<file path="config.mk">
export PLATFORM = sky130hd
export DESIGN_NAME = irq_sequencer_flat
export DESIGN_NICKNAME = d
export VERILOG_FILES = /design/src/rtl/irq_sequencer_if.sv /design/src/rtl/irq_sequencer.sv /design/src/flat_wrapper.sv
export SDC_FILE = /design/constraint.sdc
export NUM_CORES = 1
export LEC_CHECK = 0
export ABC_CLOCK_PERIOD_IN_PS = 4500
export BUFFER_PORTS_ARGS = -buffer_cell sky130_fd_sc_hd__buf_4
export CAP_MARGIN = 0
export CORE_MARGIN = 3
export CORE_UTILIZATION = 50
export CTS_BUF_LIST = sky130_fd_sc_hd__clkbuf_4 sky130_fd_sc_hd__clkbuf_8
export CTS_CLUSTER_DIAMETER = 40
export DETAILED_ROUTE_END_ITERATION = 16
export PLACE_DENSITY = 0.84
export SLEW_MARGIN = 10
export SYNTH_ARGS = -nofsm -noshare
export SYNTH_HDL_FRONTEND = slang
export SYNTH_SLANG_ARGS = --single-unit
export TNS_END_PERCENT = 1
</file>
<file path="constraint.sdc">
create_clock -name clk -period 4.5 [get_ports clk]
set_input_delay 0 -clock clk [delete_from_list [all_inputs] [get_ports clk]]
set_output_delay 0 -clock clk [all_outputs]
set_load 0.02 [all_outputs]
</file>
<file path="src/rtl/irq_sequencer_if.sv">
// rtl/irq_sequencer_if.sv - interrupt request / dispatch signal bundle for irq_sequencer
interface irq_sequencer_if #(
    parameter int N_IRQ = 4
);
    logic [N_IRQ-1:0] irq_in;
    logic             mask_we;
    logic [N_IRQ-1:0] mask_wdata;
    logic [5:0]       op;
    logic             op_valid;
    logic             interrupt;
    logic [15:0]      vector;
    logic [2:0]       irq_id;
    logic             in_service;
    logic [N_IRQ-1:0] pending;
    logic [N_IRQ-1:0] mask;

    modport master (
        output irq_in, mask_we, mask_wdata, op, op_valid,
        input  interrupt, vector, irq_id, in_service, pending, mask
    );

    modport slave (
        input  irq_in, mask_we, mask_wdata, op, op_valid,
        output interrupt, vector, irq_id, in_service, pending, mask
    );
endinterface

</file>
<file path="src/rtl/irq_sequencer.sv">
// rtl/irq_sequencer.sv - fixed-priority interrupt arbiter and entry/exit sequencer
module irq_sequencer #(
    parameter int          N_IRQ       = 4,
    parameter logic [15:0] VEC_BASE    = 16'hF000,
    parameter int          VEC_SHIFT   = 4,
    parameter logic [5:0]  RET_OP      = 6'b010000,
    parameter int          HOLD_CYCLES = 2
) (
    input logic            clk,
    input logic            reset,
    irq_sequencer_if.slave bus
);
    localparam int HW = $clog2(HOLD_CYCLES + 1);

    typedef enum logic [1:0] {
        S_IDLE    = 2'd0,
        S_FIRE    = 2'd1,
        S_HOLD    = 2'd2,
        S_SERVICE = 2'd3
    } state_t;

    state_t           r_state;
    state_t           w_state_next;
    logic [N_IRQ-1:0] r_irq_prev;
    logic [N_IRQ-1:0] r_pending;
    logic [N_IRQ-1:0] r_mask;
    logic [2:0]       r_irq_id;
    logic [15:0]      r_vector;
    logic [HW-1:0]    r_hold;

    logic [N_IRQ-1:0] w_rise;
    logic [N_IRQ-1:0] w_clr;
    logic [N_IRQ-1:0] w_eligible;
    logic [2:0]       w_winner;
    logic             w_hold_done;
    logic             w_ret;
    logic             w_interrupt;
    logic             w_in_service;

    assign w_rise      = bus.irq_in & ~r_irq_prev;
    assign w_clr       = (r_state == S_FIRE) ? (N_IRQ'(1) << r_irq_id) : '0;
    // r_mask is the pre-write value, so a same-cycle mask write only affects later arbitration
    assign w_eligible  = r_pending & ~r_mask;
    assign w_hold_done = (r_hold == HW'(HOLD_CYCLES - 1));
    assign w_ret       = bus.op_valid && (bus.op == RET_OP);

    always_comb begin
        w_winner = 3'd0;
        for (int i = N_IRQ - 1; i >= 0; i--) begin
            if (w_eligible[i]) begin
                w_winner = 3'(i);
            end
        end
    end

    always_ff @(posedge clk or negedge reset) begin
        if (!reset) begin
            r_state <= S_IDLE;
        end else begin
            r_state <= w_state_next;
        end
    end

    always_comb begin
        w_state_next = r_state;
        case (r_state)
            S_IDLE:    if (|w_eligible) w_state_next = S_FIRE;
            S_FIRE:    w_state_next = S_HOLD;
            S_HOLD:    if (w_hold_done) w_state_next = S_SERVICE;
            S_SERVICE: if (w_ret) w_state_next = S_IDLE;
            default:   w_state_next = S_IDLE;
        endcase
    end

    always_comb begin
        w_interrupt  = 1'b0;
        w_in_service = 1'b0;
        case (r_state)
            S_FIRE:    w_interrupt  = 1'b1;
            S_HOLD:    w_in_service = 1'b1;
            S_SERVICE: w_in_service = 1'b1;
            default:   ;
        endcase
    end

    always_ff @(posedge clk or negedge reset) begin
        if (!reset) begin
            r_irq_prev <= '0;
            r_pending  <= '0;
            r_mask     <= '1;
            r_irq_id   <= 3'd0;
            r_vector   <= VEC_BASE;
            r_hold     <= '0;
        end else begin
            r_irq_prev <= bus.irq_in;
            // a new edge on the source being dispatched survives the clear
            r_pending  <= (r_pending & ~w_clr) | w_rise;
            if (bus.mask_we) begin
                r_mask <= bus.mask_wdata;
            end
            if (r_state == S_IDLE && |w_eligible) begin
                r_irq_id <= w_winner;
                r_vector <= VEC_BASE + (16'(w_winner) << VEC_SHIFT);
            end
            if (r_state == S_HOLD && !w_hold_done) begin
                r_hold <= r_hold + HW'(1);
            end else begin
                r_hold <= '0;
            end
        end
    end

    assign bus.interrupt  = w_interrupt;
    assign bus.in_service = w_in_service;
    assign bus.vector     = r_vector;
    assign bus.irq_id     = r_irq_id;
    assign bus.pending    = r_pending;
    assign bus.mask       = r_mask;
endmodule

</file>
<file path="src/flat_wrapper.sv">
// flat-port wrapper written by rule: the top's interface ports become plain ports
module irq_sequencer_flat 
#(
    parameter int          N_IRQ       = 4,
    parameter logic [15:0] VEC_BASE    = 16'hF000,
    parameter int          VEC_SHIFT   = 4,
    parameter logic [5:0]  RET_OP      = 6'b010000,
    parameter int          HOLD_CYCLES = 2
)
  (clk, reset, bus_irq_in, bus_mask_we, bus_mask_wdata, bus_op, bus_op_valid, bus_interrupt, bus_vector, bus_irq_id, bus_in_service, bus_pending, bus_mask);
  irq_sequencer_if #(.N_IRQ(N_IRQ)) bus_i ();
  input logic clk;
  input logic reset;
  input wire logic [$bits(bus_i.irq_in)-1:0] bus_irq_in;
  input wire logic [$bits(bus_i.mask_we)-1:0] bus_mask_we;
  input wire logic [$bits(bus_i.mask_wdata)-1:0] bus_mask_wdata;
  input wire logic [$bits(bus_i.op)-1:0] bus_op;
  input wire logic [$bits(bus_i.op_valid)-1:0] bus_op_valid;
  output wire logic [$bits(bus_i.interrupt)-1:0] bus_interrupt;
  output wire logic [$bits(bus_i.vector)-1:0] bus_vector;
  output wire logic [$bits(bus_i.irq_id)-1:0] bus_irq_id;
  output wire logic [$bits(bus_i.in_service)-1:0] bus_in_service;
  output wire logic [$bits(bus_i.pending)-1:0] bus_pending;
  output wire logic [$bits(bus_i.mask)-1:0] bus_mask;
  assign bus_i.irq_in = bus_irq_in;
  assign bus_i.mask_we = bus_mask_we;
  assign bus_i.mask_wdata = bus_mask_wdata;
  assign bus_i.op = bus_op;
  assign bus_i.op_valid = bus_op_valid;
  assign bus_interrupt = bus_i.interrupt;
  assign bus_vector = bus_i.vector;
  assign bus_irq_id = bus_i.irq_id;
  assign bus_in_service = bus_i.in_service;
  assign bus_pending = bus_i.pending;
  assign bus_mask = bus_i.mask;
  irq_sequencer #(.N_IRQ(N_IRQ), .VEC_BASE(VEC_BASE), .VEC_SHIFT(VEC_SHIFT), .RET_OP(RET_OP), .HOLD_CYCLES(HOLD_CYCLES)) u_core (.clk(clk), .reset(reset), .bus(bus_i));
endmodule
</file>
== Yosys cells after proc, flatten, opt, wreduce, memory -nomap -nowiden ==
Cells that the tools add are included.
Operators by class
  multiplexer cells: 12
  multipliers: 0
  div/mod/pow operators: 0
  equal/unequal tests: 8
  bitwise gates (word level): 7
  magnitude comparators: 0
  add/subtract/negate cells: 2
  shift-type cells: 1
  reduce and logical (&&, ||, !) cells: 8
Operators by type and width (number)
  $add A13 B8 Y14 const A: 1
  $and A4 B4 Y4: 3
  $not A4 Y4: 3
  $mux W2: 5
  $mux W3: 3
  $pmux W2 S4: 1
  $eq A6 B5 Y1 const B: 1
  $ne A2 B1 Y1 const B: 3
  $eq A2 B1 Y1 const B: 2
  $eq A2 B2 Y1 const B: 2
  $mux W4: 1
  $or A4 B4 Y4: 1
  $reduce_or A4 Y1: 1
  $shl A1 B3 Y4 const A: 1
  $logic_and A1 B1 Y1: 3
  $reduce_and A3 Y1: 1
  $add A2 B1 Y2 const B: 1
  $logic_not A2 Y1: 1
  $mux W1: 2
  $reduce_or A2 Y1: 1
  $logic_not A1 Y1: 1
Storage, ports and cells
  input port bits: 18
  output and inout bits: 29
  latch bits: 0
  word-level logic and storage cells: 45
  memory bits (read-only): 0
  bits in writable memories: 0
  register bits after elaboration: 35
  memories kept: 0

== Depth between registers and ports, before layout ==
Gate-level depths: netlist of run 1.
  depth after elaboration: 7
  gate-level depth with buffers: 6
  depth with buffers taken out: 6

== Least setup slack after synthesis of run 1 ==
No wires, ideal clock.
  path type: reg-to-reg
  start point: register u_core.r_state[0]
  end point: register u_core.r_state[1]
  stages on the path, launching flop included: 7
  setup time: 0.128 ns
  clock period less this slack: 1.421 ns
  arrival time: 1.293 ns
  buffers on the path: 0
  data required time: 4.372 ns
  path slack: 3.079 ns
  path through: dfrtp_1 inv_1 ha_1 nand2b_1 o211ai_2 a21oi_2 mux2_1
Between the ends
  longest elaborated chain between the ends: 3
  elaborated cells on any way between the ends: 9
  those cells by class: eq/ne: 6; mux: 1; reduce/logical: 2
RTL lines
  start, declared: RTL line irq_sequencer.sv:22  | state_t r_state;
  start signal, assigned: RTL line irq_sequencer.sv:60  | r_state <= w_state_next;
  $eq A2 B2 Y1 or $logic_not A2 Y1 (tied branches): RTL line irq_sequencer.sv:66  | case (r_state)
  $ne A2 B1 Y1 (no source line)
  $reduce_and A3 Y1 (no source line)
Parallel ways exist; a longest one is shown, timed or not.
A chain may end at the register's enable or synchronous reset.

== Final worst setup path of run 1 ==
Same ends and word-level chain as after synthesis.

==> tab_implementation.tex, run 1 <==
\begin{tabular}{lr}
\hline
Metric & Value \\
\hline
\multicolumn{2}{l}{\textbf{Place}} \\
Buffers on Ports & 31 \\
Final RePlAce weighted congestion & 0.7033 \\
Post-DP HPWL & 1428 µm \\
\multicolumn{2}{l}{\textbf{CTS}} \\
Insertion delay to the later sink of the worst-skew pair & 290 ps \\
Hold buffers post-CTS & 13 \\
Number of gates given a new drive strength after cts & 0 \\
Number of clock sinks seen by CTS & 18 \\
TritonCTS clock tree & built \\
CTS Buffer Depth & 2 \\
H-tree depth & 1 \\
Clock transition at the register clock pins on the worst setup and hold paths after CTS & 100 ps \\
Cts bufs inserted & 3 \\
Root Buffer & sky130\_fd\_sc\_hd\_\_clkbuf\_4 \\
Post-CTS setup buffers & 0 \\
\multicolumn{2}{l}{\textbf{STA}} \\
Total negative slack for setup checks & 0 ps \\
Number of hold violations in the final report & 0 \\
Fin Hold WS & 100.0 ps \\
Fin crit period & between 1500 and 2000 ps \\
Clock Skew & 3.571 ps \\
Maximum operating frequency & 629.2 MHz \\
Final setup vio count & 0 \\
Setup repair after global routing missed its margin & false \\
Slew Limit Fails & 0 \\
Final critical-path share of the clock period & 35.32\% \\
\multicolumn{2}{l}{\textbf{Synth}} \\
Ranking of synthesized cells by area & sky130\_fd\_sc\_hd\_\_dfrtp\_1 37\%, sky130\_fd\_sc\_hd\_\_buf\_4 13\%, sky130\_fd\_sc\_hd\_\_dfstp\_2 11\% \\
Post-synthesis cell type with the largest combined area & sky130\_fd\_sc\_hd\_\_dfrtp\_1 \\
Cell Area, Synth & 955.9 µm² \\
Synth cell types & 23 \\
Total of flip-flops plus latches after synthesis & 18 \\
Sequential share of the synthesized area & between 40\% and 50\% \\
Most common cell in the netlist & sky130\_fd\_sc\_hd\_\_buf\_4 \\
Synth warnings & 0 \\
Number of enable-type register cells in the synthesized netlist & 0 \\
Mapped Avg Cell Area & 10.74 µm² \\
Most used DFF post-synth & sky130\_fd\_sc\_hd\_\_dfrtp\_1 \\
Gate count of the mapped netlist & 89 \\
Share of the synthesized area in the top cell type & about 37\% \\
Most frequent cells after synthesis & 17 x sky130\_fd\_sc\_hd\_\_buf\_4, 14 x sky130\_fd\_sc\_hd\_\_dfrtp\_1, 10 x sky130\_fd\_sc\_hd\_\_o21ai\_0, 9 x sky130\_fd\_sc\_hd\_\_inv\_1 \\
Asr flop ratio synth & 100.0\% \\
\multicolumn{2}{l}{\textbf{Layout}} \\
Nets@finish & 157 \\
Filler cell count & 123 \\
Ratio of cells with drive above 1 in the final layout & 36.84\% \\
Area growth from synthesis to layout & 36.78\% \\
Total inserted antenna cells & 0 \\
\multicolumn{2}{l}{\textbf{Worst setup path}} \\
Critical path fanouts, max & 4 \\
Register-to-Register Path Depth & 6 \\
Type of origin of the critical path & flop \\
Cell breakdown of the critical path & inv\_1 -> ha\_1 -> nand2b\_1 -> o211ai\_2 -> a21oi\_2 -> mux2\_1 \\
Worst path top cell family by delay & flip-flops \\
Element type at the critical path end & flop \\
Crit path required time & 4680 ps \\
Bufs and invs on worst path & 1 \\
Largest stage delay on the critical path & about 420 ps \\
Critical path arrival & 1770 ps \\
Start-to-end type of the worst setup path & reg -> reg \\
Worst-path cell with the longest stage delay & sky130\_fd\_sc\_hd\_\_dfrtp\_1 \\
Depth of the critical timing path with buffers and inverters included & 6 \\
\multicolumn{2}{l}{\textbf{Routing}} \\
Drt wl/cell & 13.50 µm \\
Drt first-iter violations & 16 \\
Drt pass-1 iters & 4 \\
Highest routing layer actually used & met4 \\
Detailed route wirelength on metal3 & 169 µm \\
Detail Route Antenna Nets & 0 \\
Vias per std cell & 4.671 \\
Vias after detailed routing & between 700 and 800 \\
Routed Wire Length & 2133 µm \\
Met2 wire length & 1204 µm \\
Length of routed wiring on met1 & 720 µm \\
Final routed DRC violation total & 0 \\
\multicolumn{2}{l}{\textbf{GRT}} \\
Total gr overflow & 0 \\
GRT Overall Usage & between 10\% and 20\% \\
Number of antenna violations at the first check in global routing & 0 \\
Number of global-route vias before repair & about 730 \\
Wire length of the first global-routing pass & 3387 µm \\
Largest net degree at the start of global routing & 19 \\
\multicolumn{2}{l}{\textbf{Floorplanning}} \\
Die Height & between 40 and 50 µm \\
IO Count & 47 \\
Die span in x & 49.73 µm \\
Initial Util & 54.18\% \\
Site Rows & 15 \\
Placeable core area & 1764 µm² \\
Die footprint & about 2500 µm² \\
\multicolumn{2}{l}{\textbf{Power and ir drop}} \\
Leakage dissipation & 0.6527 nW \\
VDD IR max & 0.0004405 V \\
Cell area power density & $\sim$550 nW/µm² \\
\multicolumn{2}{l}{\textbf{Run status}} \\
Result of the run & completed \\
\multicolumn{2}{l}{\textbf{Job}} \\
Number of violations of the max-capacitance limit & 0 \\
\multicolumn{2}{l}{\textbf{Hold path}} \\
Hold crit path type & in -> async \\
\hline
\end{tabular}
## worst paths after layout
| path | endpoint | startpoint | slack, ps |
|---|---|---|---|
| max in group asynchronous | u_core.bus.mask[2] | reset | 4150 |
| min reg2reg | u_core.bus.pending[1] | u_core.r_irq_prev[1] | 420 |
| min | u_core.r_state[1] | reset | 100 |
| min in group clk | u_core.r_state[0] | bus_op[3] | 120 |
| max reg2reg | u_core.r_state[1] | u_core.r_state[0] | 2910 |
| max | u_core.r_state[1] | u_core.r_state[0] | 2910 |
## per-stage QoR
stage	util (%)	instances	power [mW]	setup slack [ps]	instance area, µm²
after floorplan	-	102	0.4965	3079	1005
after global placement	64.68	141	0.5932	3027	1141
after detailed placement	64.68	141	0.6110	2918	1141
after CTS	74.11	158	0.7191	2904	1308
after global routing	74.11	158	0.7671	2837	1308
final	74.11	158	0.7177	2911	1308
## layout make-up
cell class              instances  area (µm²)  share of cell area, %
flip-flops and latches         18       455.4                  34.83
multi-input cells              58       387.9                  29.67
repair buffers                 44       362.8                  27.75
clock buffers                   4       36.28                  2.775
inverters                       9       33.78                  2.584
well taps                      25       31.28                  2.392
## cells in the final DEF (no fill, tap or decap)
master and n:
sky130_fd_sc_hd__inv_1 9, sky130_fd_sc_hd__dfrtp_1 14, sky130_fd_sc_hd__and4_4 1, sky130_fd_sc_hd__mux2_2 4
sky130_fd_sc_hd__ha_1 5, sky130_fd_sc_hd__o21ai_0 10, sky130_fd_sc_hd__o32a_1 1, sky130_fd_sc_hd__dfstp_2 4
sky130_fd_sc_hd__clkbuf_4 3, sky130_fd_sc_hd__nor2b_1 1, sky130_fd_sc_hd__or2_2 1, sky130_fd_sc_hd__and4bb_1 1
sky130_fd_sc_hd__mux2_1 1, sky130_fd_sc_hd__mux2i_1 1, sky130_fd_sc_hd__nor2_1 2, sky130_fd_sc_hd__nand2b_2 1
sky130_fd_sc_hd__clkbuf_8 1, sky130_fd_sc_hd__o31ai_2 1, sky130_fd_sc_hd__conb_1 15, sky130_fd_sc_hd__nand2_1 4
sky130_fd_sc_hd__o211ai_2 1, sky130_fd_sc_hd__buf_4 31, sky130_fd_sc_hd__a21oi_2 1, sky130_fd_sc_hd__nand2b_1 5
sky130_fd_sc_hd__a21oi_1 2, sky130_fd_sc_hd__dlygate4sd3_1 13
## state kept, by name, indices dropped and copies added, names as in the netlist
register,count
u_core.r_hold,2
u_core.bus.irq_id,2
u_core.bus.mask,4
u_core.r_irq_prev,4
u_core.bus.pending,4
u_core.r_state,2
## metal layers
metal,up-vias,GRT usage [%]
met1,350,18.24
met4,0,7.373
met2,35,36.12
met5,-,0
met3,4,4.532
li1,349,-
## where the power goes
group	internal, mW	total [mW]	switching [mW]	leakage (nW)
logic	0.166	0.364	0.199	0.430
clock network	0.0493	0.0962	0.0470	0.0210
registers	0.212	0.257	0.0455	0.202
## kinds of logic after synthesis
kind of cell / Yosys count / synth area share, %
adder cells (fa/ha/maj): 5 / 6.545
AO/OA/AOI/OAI: 16 / 10.86
multiplexers: 6 / 6.937
buffers and inverters: 26 / 16.88
flip-flops: 18 / 47.64
AND/OR/NAND/NOR: 16 / 10.34
other: 2 / 0.7856
Note: power is estimated with default switching activity, not from simulation.
==> inputs of run 2 (changes only) <==
--- a/config.mk
+++ b/config.mk
@@ -5,15 +5,15 @@
 export SDC_FILE = /design/constraint.sdc
 export NUM_CORES = 1
 export LEC_CHECK = 0
-export ABC_CLOCK_PERIOD_IN_PS = 4500
+export ABC_CLOCK_PERIOD_IN_PS = 1400
 export BUFFER_PORTS_ARGS = -buffer_cell sky130_fd_sc_hd__buf_4
 export CAP_MARGIN = 0
 export CORE_MARGIN = 3
-export CORE_UTILIZATION = 50
+export CORE_UTILIZATION = 42
 export CTS_BUF_LIST = sky130_fd_sc_hd__clkbuf_4 sky130_fd_sc_hd__clkbuf_8
 export CTS_CLUSTER_DIAMETER = 40
 export DETAILED_ROUTE_END_ITERATION = 16
-export PLACE_DENSITY = 0.84
+export PLACE_DENSITY = 0.75
 export SLEW_MARGIN = 10
 export SYNTH_ARGS = -nofsm -noshare
 export SYNTH_HDL_FRONTEND = slang
==> constraint.sdc (replaced) <==
create_clock -name clk -period 1.4 [get_ports clk]
set_input_delay 0 -clock clk [delete_from_list [all_inputs] [get_ports clk]]
set_output_delay 0 -clock clk [all_outputs]
set_load 0.02 [all_outputs]
==> tab_implementation.tex, run 2 (synthesis results as in run 1) <==
\begin{tabular}{lr}
\hline
Metric & Value \\
\hline
\multicolumn{2}{l}{\textbf{Routing}} \\
Met2 wire length & 1068 µm (-11\%) \\
Highest routing layer actually used & met3 \\
Vias after detailed routing & 756 (+2.4\%) \\
Routed Wire Length & 1955 µm (-8.3\%) \\
Vias per std cell & 4.473 (-4.2\%) \\
Final routed DRC violation total & 0 (unchanged) \\
Drt wl/cell & 11.57 µm (-14\%) \\
Detail Route Antenna Nets & 0 (unchanged) \\
Length of routed wiring on met1 & 747 µm (+3.8\%) \\
Drt first-iter violations & 6 (-10) \\
Detailed route wirelength on metal3 & 138 µm (-18\%) \\
Drt pass-1 iters & 3 (-1) \\
\multicolumn{2}{l}{\textbf{Worst setup path}} \\
Crit path required time & 1570 ps (-3110 ps) \\
Worst setup slack for register-to-register paths & -30 ps (-2940 ps) \\
Register-to-Register Path Depth & 5 (-1) \\
Element type at the critical path end & flop \\
Depth of the critical timing path with buffers and inverters included & 5 (-1) \\
Worst setup path start & u\_core.r\_state[1] \\
Worst-path cell with the longest stage delay & sky130\_fd\_sc\_hd\_\_dfrtp\_2 \\
Startpoint of the worst register-to-register path & u\_core.r\_state[1] \\
Worst path top cell family by delay & flip-flops \\
Critical path fanouts, max & 3 (-1) \\
Type of origin of the critical path & flop \\
Capturing point of the worst reg2reg path & u\_core.r\_state[1] \\
Critical path destination & u\_core.r\_state[1] \\
Largest stage delay on the critical path & 460 ps (+40 ps) \\
Bufs and invs on worst path & 1 (unchanged) \\
Start-to-end type of the worst setup path & reg -> reg \\
Cell breakdown of the critical path & ha\_4 -> inv\_1 -> o211ai\_4 -> a21oi\_2 -> mux2\_4 \\
Critical path arrival & 1610 ps (-160 ps) \\
\multicolumn{2}{l}{\textbf{Power and ir drop}} \\
Leakage dissipation & 0.7052 nW (+8.0\%) \\
VDD IR max & 0.001222 V (+180\%) \\
Cell area power density & 1883 nW/µm² (+240\%) \\
Post-layout power & 2.730 mW (+280\%) \\
\multicolumn{2}{l}{\textbf{STA}} \\
Final critical-path share of the clock period & 102.3\% (+67 points) \\
Total negative slack for setup checks & -36.61 ps (-36.61 ps) \\
Clock Skew & 0.4662 ps (-3.105 ps) \\
Number of hold violations in the final report & 0 (unchanged) \\
Maximum operating frequency & 698.3 MHz (+11\%) \\
Worst setup slack after layout & -32.09 ps (-2943 ps) \\
Slew Limit Fails & 0 (unchanged) \\
Fin crit period & 1432 ps (-157.1 ps) \\
Setup repair after global routing missed its margin & true \\
Final setup vio count & 2 (+2) \\
\multicolumn{2}{l}{\textbf{Floorplanning}} \\
Site Rows & 16 (+1) \\
Initial Util & 46.36\% (-7.8 points) \\
Die Height & 53.71 µm (+8.0\%) \\
Placeable core area & 2062 µm² (+17\%) \\
Die span in x & 53.71 µm (+8.0\%) \\
IO Count & 47 (unchanged) \\
Die footprint & 2884 µm² (+17\%) \\
\multicolumn{2}{l}{\textbf{GRT}} \\
Number of global-route vias before repair & 740 (+1.2\%) \\
Wire length of the first global-routing pass & 3008 µm (-11\%) \\
GRT Overall Usage & 14.09\% (-4.4 points) \\
Largest net degree at the start of global routing & 19 (unchanged) \\
Number of antenna violations at the first check in global routing & 0 (unchanged) \\
Total gr overflow & 0 (unchanged) \\
\multicolumn{2}{l}{\textbf{Layout}} \\
Most common cell after layout, fill and taps aside & sky130\_fd\_sc\_hd\_\_buf\_4 \\
Nets@finish & 166 (+5.7\%) \\
Ratio of cells with drive above 1 in the final layout & 47.18\% (+10 points) \\
Top library cells by usage in the layout, fill and taps aside & 39 x sky130\_fd\_sc\_hd\_\_buf\_4, 15 x sky130\_fd\_sc\_hd\_\_conb\_1, 13 x sky130\_fd\_sc\_hd\_\_dlygate4sd3\_1, 13 x sky130\_fd\_sc\_hd\_\_dfrtp\_1, 8 x sky130\_fd\_sc\_hd\_\_inv\_1 \\
Total inserted antenna cells & 0 (unchanged) \\
Area growth from synthesis to layout & 51.70\% \\
\multicolumn{2}{l}{\textbf{CTS}} \\
Number of clock sinks seen by CTS & 18 (unchanged) \\
Clock transition at the register clock pins on the worst setup and hold paths after CTS & 100 ps (about the same) \\
Cts bufs inserted & 3 (unchanged) \\
CTS Buffer Depth & 2 (unchanged) \\
H-tree depth & 1 (unchanged) \\
TritonCTS clock tree & built \\
Insertion delay to the later sink of the worst-skew pair & 280 ps (about the same) \\
Root Buffer & sky130\_fd\_sc\_hd\_\_clkbuf\_4 \\
\multicolumn{2}{l}{\textbf{Place}} \\
Post-Place Setup Slack & -105.1 ps (-3023 ps) \\
Post-DP HPWL & 1465 µm (+2.6\%) \\
Final RePlAce weighted congestion & 0.7008 (-0.36\%) \\
Buffers on Ports & 31 (unchanged) \\
\multicolumn{2}{l}{\textbf{Hold path}} \\
Hold crit path type & in -> async \\
\multicolumn{2}{l}{\textbf{Run status}} \\
Failing checks & setup timing \\
Result of the run & finished, violations left \\
\multicolumn{2}{l}{\textbf{Job}} \\
Number of violations of the max-capacitance limit & 0 (unchanged) \\
\hline
\end{tabular}
-- run 2: cell types whose count changed in the layout (fill, tap and decap cells not counted), moves of 2 or more --
cell | before | now
sky130_fd_sc_hd__o21ai_1 | 0 | 2
sky130_fd_sc_hd__o21ai_0 | 10 | 7
sky130_fd_sc_hd__buf_4 | 31 | 39
sky130_fd_sc_hd__nand2b_4 | 0 | 2
sky130_fd_sc_hd__ha_2 | 0 | 2
sky130_fd_sc_hd__ha_1 | 5 | 1
sky130_fd_sc_hd__ha_4 | 0 | 2
-- run 2: area by class of cell --
type / count / area [µm²]
fillers: 154 / 611.8
inverters: 9 / 33.78
flip-flops and latches: 18 / 456.7
clock buffers: 4 / 36.28
well taps: 27 / 33.78
repair buffers: 53 / 434.2
multi-input cells: 58 / 455.4
-- run 2: worst min path at each step --
stage	cells after the start	start	end
after detailed placement	1	reset	u_core.bus.pending[3]
after global routing	2	reset	u_core.r_irq_prev[3]
final	2	reset	u_core.bus.pending[3]
after floorplan	0	reset	u_core.bus.irq_id[0]
after global placement	1	reset	u_core.r_irq_prev[3]
after CTS	2	reset	u_core.bus.pending[3]
-- run 2: per-stage QoR --
stage	cell area [µm²]	cells	utilization (%)	hold WS [ps]
after floorplan	1012	102	-	-295.6
after global placement	1189	148	57.65	-121.7
after detailed placement	1189	148	57.65	-120.2
after CTS	1405	167	68.14	96.71
after global routing	1450	169	70.33	134.0
final	1450	169	70.33	110.8
-- run 2: per-layer routing --
| metal | track usage (%) | up-vias |
|---|---|---|
| li1 | - | 364 |
| met1 | 16.11 | 361 |
| met2 | 26.81 | 31 |
| met3 | 1.939 | 0 |
| met4 | 3.830 | 0 |
| met5 | 0 | - |
-- run 2: power breakdown --
group	internal [mW]	leakage (nW)	switching, mW
sequential	0.683	0.201	0.158
clock	0.158	0.0210	0.147
combinational	0.835	0.483	0.749
-- run 2: what timing repair did --
| action | 4_1_cts | 5_1_grt |
|---|---|---|
| setup endpoints to repair | 1 | 8 |
| endpoints found under the hold margin | 30 | 0 |
| hold buffers | 13 | 0 |
| resized for setup | 7 | 9 |
| pin swaps | 2 | 3 |
| buffers inserted | 2 | 2 |
==> inputs of run 3 (changes only) <==
--- a/config.mk
+++ b/config.mk
@@ -9,11 +9,11 @@
 export BUFFER_PORTS_ARGS = -buffer_cell sky130_fd_sc_hd__buf_4
 export CAP_MARGIN = 0
 export CORE_MARGIN = 3
-export CORE_UTILIZATION = 42
+export CORE_UTILIZATION = 40
 export CTS_BUF_LIST = sky130_fd_sc_hd__clkbuf_4 sky130_fd_sc_hd__clkbuf_8
 export CTS_CLUSTER_DIAMETER = 40
 export DETAILED_ROUTE_END_ITERATION = 16
-export PLACE_DENSITY = 0.75
+export PLACE_DENSITY = 0.72
 export SLEW_MARGIN = 10
 export SYNTH_ARGS = -nofsm -noshare
 export SYNTH_HDL_FRONTEND = slang
==> tab_implementation.tex, run 3 (synthesis results as in run 1) <==
\begin{tabular}{lr}
\hline
Metric & Value \\
\hline
\multicolumn{2}{l}{\textbf{Power and ir drop}} \\
Sequential group share of total power & 30.1\% (-0.7 points) \\
Post-layout power & 2.850 mW (+4.4\%) \\
VDD IR max & 0.001273 V (+4.2\%) \\
Share of power burned in the clock network & 11.2\% (about the same) \\
Int Power & 1.755 mW (+4.7\%) \\
Leakage dissipation & 0.7561 nW (+7.2\%) \\
Cell area power density & 1897 nW/µm² (+0.74\%) \\
Fraction of power consumed by combinational cells & 58.6\% (+0.6 points) \\
Switching power summed over all nets & 1.096 mW (+4.0\%) \\
Switching Fraction & 38.44\% (-0.16 points) \\
\multicolumn{2}{l}{\textbf{Layout}} \\
Ratio of cells with drive above 1 in the final layout & 51.70\% (+4.5 points) \\
Filler cell count & 181 (+18\%) \\
Register cell area after layout & 457.9 µm² (+0.27\%) \\
Most common cell after layout, fill and taps aside & sky130\_fd\_sc\_hd\_\_buf\_4 \\
Total inserted antenna cells & 0 (unchanged) \\
Nets@finish & 171 (+3.0\%) \\
Top library cells by usage in the layout, fill and taps aside & 44 x sky130\_fd\_sc\_hd\_\_buf\_4, 15 x sky130\_fd\_sc\_hd\_\_conb\_1, 12 x sky130\_fd\_sc\_hd\_\_dfrtp\_1, 11 x sky130\_fd\_sc\_hd\_\_dlygate4sd3\_1, 8 x sky130\_fd\_sc\_hd\_\_inv\_1 \\
Post-route core utilization & 67.28\% (-3.0 points) \\
Total area of multi-input combinational cells & 462.9 µm² (+1.6\%) \\
Area growth from synthesis to layout & 57.20\% \\
Number of standard cells in the layout, taps in and fillers out & 175 (+3.6\%) \\
\multicolumn{2}{l}{\textbf{STA}} \\
Clock Skew & 3.713 ps (+3.247 ps) \\
Setup repair after global routing missed its margin & true \\
Final setup vio count & 1 (-1) \\
Final critical-path share of the clock period & 101.9\% (-0.44 points) \\
Fin crit period & 1426 ps (-6.122 ps) \\
Fin Hold WS & 91.21 ps (-19.55 ps) \\
Maximum operating frequency & 701.3 MHz (+0.43\%) \\
Worst setup slack after layout & -25.96 ps (+6.122 ps) \\
Slew Limit Fails & 0 (unchanged) \\
Number of hold violations in the final report & 0 (unchanged) \\
\multicolumn{2}{l}{\textbf{CTS}} \\
TritonCTS clock tree & built \\
Insertion delay to the later sink of the worst-skew pair & 290 ps (about the same) \\
H-tree depth & 1 (unchanged) \\
Clock transition at the register clock pins on the worst setup and hold paths after CTS & 100 ps (about the same) \\
CTS Buffer Depth & 2 (unchanged) \\
Number of clock sinks seen by CTS & 18 (unchanged) \\
Root Buffer & sky130\_fd\_sc\_hd\_\_clkbuf\_4 \\
Cts bufs inserted & 3 (unchanged) \\
\multicolumn{2}{l}{\textbf{Routing}} \\
Drt pass-1 iters & 3 (unchanged) \\
Vias per std cell & 4.491 (+0.40\%) \\
Detail Route Antenna Nets & 0 (unchanged) \\
Drt wl/cell & 12.08 µm (+4.4\%) \\
Final routed DRC violation total & 0 (unchanged) \\
Drt first-iter violations & 6 (unchanged) \\
Routed Wire Length & 2114 µm (+8.1\%) \\
Vias after detailed routing & 786 (+4.0\%) \\
\multicolumn{2}{l}{\textbf{Floorplanning}} \\
IO Count & 47 (unchanged) \\
Die Height & 54.89 µm (+2.2\%) \\
Die span in x & 54.89 µm (+2.2\%) \\
Placeable core area & 2233 µm² (+8.3\%) \\
Initial Util & 42.80\% (-3.6 points) \\
Die footprint & 3012 µm² (+4.4\%) \\
Site Rows & 17 (+1) \\
\multicolumn{2}{l}{\textbf{GRT}} \\
Number of global-route vias before repair & 789 (+6.6\%) \\
Number of antenna violations at the first check in global routing & 0 (unchanged) \\
Wire length of the first global-routing pass & 3194 µm (+6.2\%) \\
Met1 demand-to-capacity share in global routing & 16.12\% (about the same) \\
Met3 track utilization from global routing & 2.452\% (+0.51 points) \\
Total gr overflow & 0 (unchanged) \\
Largest net degree at the start of global routing & 19 (unchanged) \\
GRT Overall Usage & 15.05\% (+0.97 points) \\
Routing layer with the top usage in global route & met2 \\
Met2 usage & 29.13\% (+2.3 points) \\
\multicolumn{2}{l}{\textbf{Place}} \\
Final RePlAce weighted congestion & 0.7289 (+4.0\%) \\
Post-placement cell count & 152 (+2.7\%) \\
Post-DP HPWL & 1546 µm (+5.5\%) \\
Buffers on Ports & 31 (unchanged) \\
\multicolumn{2}{l}{\textbf{Worst setup path}} \\
Start-to-end type of the worst setup path & reg -> reg \\
Capturing point of the worst reg2reg path & u\_core.r\_state[1] \\
Startpoint of the worst register-to-register path & u\_core.r\_state[1] \\
Worst setup slack for register-to-register paths & -30 ps (about the same) \\
Type of origin of the critical path & flop \\
Crit path required time & 1590 ps (+20 ps) \\
Register-to-Register Path Depth & 5 (unchanged) \\
Element type at the critical path end & flop \\
Critical path fanouts, max & 3 (unchanged) \\
Critical path arrival & 1620 ps (about the same) \\
Worst setup path start & u\_core.r\_state[1] \\
\multicolumn{2}{l}{\textbf{Hold path}} \\
Hold crit path type & in -> async \\
\multicolumn{2}{l}{\textbf{Run status}} \\
Result of the run & finished, violations left \\
Failing checks & setup timing \\
\multicolumn{2}{l}{\textbf{Job}} \\
Number of violations of the max-capacitance limit & 0 (unchanged) \\
\hline
\end{tabular}
run 3: changes by cell type in the layout (fill, tap and decap cells not counted), sizes merged:
cell,previous run,this run
buf,40,45
dlygate4sd3,13,11
dlymetal6s4s,0,2
run 3: layout make-up:
class,count,area share [%]
timing repair buffer,58,31.72
multi-input combinational,58,30.81
sequential,18,30.47
clock buffer,4,2.415
tap,28,2.331
inverter,9,2.248
run 3: through the flow:
stage | setup slack (ps) | setup TNS, ps | instance area, µm²
floorplan | -14.61 | -14.61 | 1012
global placement | 3.623 | 0 | 1212
detailed placement | -62.93 | -62.93 | 1212
CTS | -19.89 | -27.67 | 1434
global route | -87.86 | -198.5 | 1503
finish | -25.96 | -25.96 | 1503
run 3: metal layers:
layer | vias to the layer above | wire [µm]
met1 | 372 | 759
li1 | 378 | -
met2 | 34 | 1177
met3 | 2 | 159
met5 | - | 0
met4 | 0 | 18
run 3: how the worst max path moves through the flow:
stage,endpoint,slack (ps)
after floorplan,u_core.r_state[1],-10
after global placement,u_core.r_state[1],4
after detailed placement,u_core.r_state[1],-60
after CTS,u_core.r_state[1],-20
after global routing,u_core.r_state[1],-90
final,u_core.r_state[1],-30
run 3: power groups by stage:
| stage | Clock (mW) | Combinational, mW | Sequential [mW] |
|---|---|---|---|
| final | 0.321 | 1.67 | 0.858 |
| after floorplan | 0 | 0.692 | 0.914 |
| after global placement | 0 | 1.25 | 0.814 |
| after global routing | 0.345 | 1.82 | 0.884 |
| after detailed placement | 0 | 1.29 | 0.819 |
| after CTS | 0.332 | 1.52 | 0.821 |
run 3: critical path, stage by stage, from the launching register on:
cell	delay, ps
sky130_fd_sc_hd__dfrtp_2	470
sky130_fd_sc_hd__ha_4	190
sky130_fd_sc_hd__inv_1	70
sky130_fd_sc_hd__o211ai_2	110
sky130_fd_sc_hd__a21oi_2	170
sky130_fd_sc_hd__mux2_4	310
run 3: repair_timing:
action | 4_1_cts | 5_1_grt
endpoints found under the setup margin | 2 | 8
pin swaps | 0 | 3
resized for setup | 5 | 16
hold endpoints to repair | 30 | 0
buffers inserted | 5 | 1
hold buffers | 13 | 0
gates cloned | 0 | 0
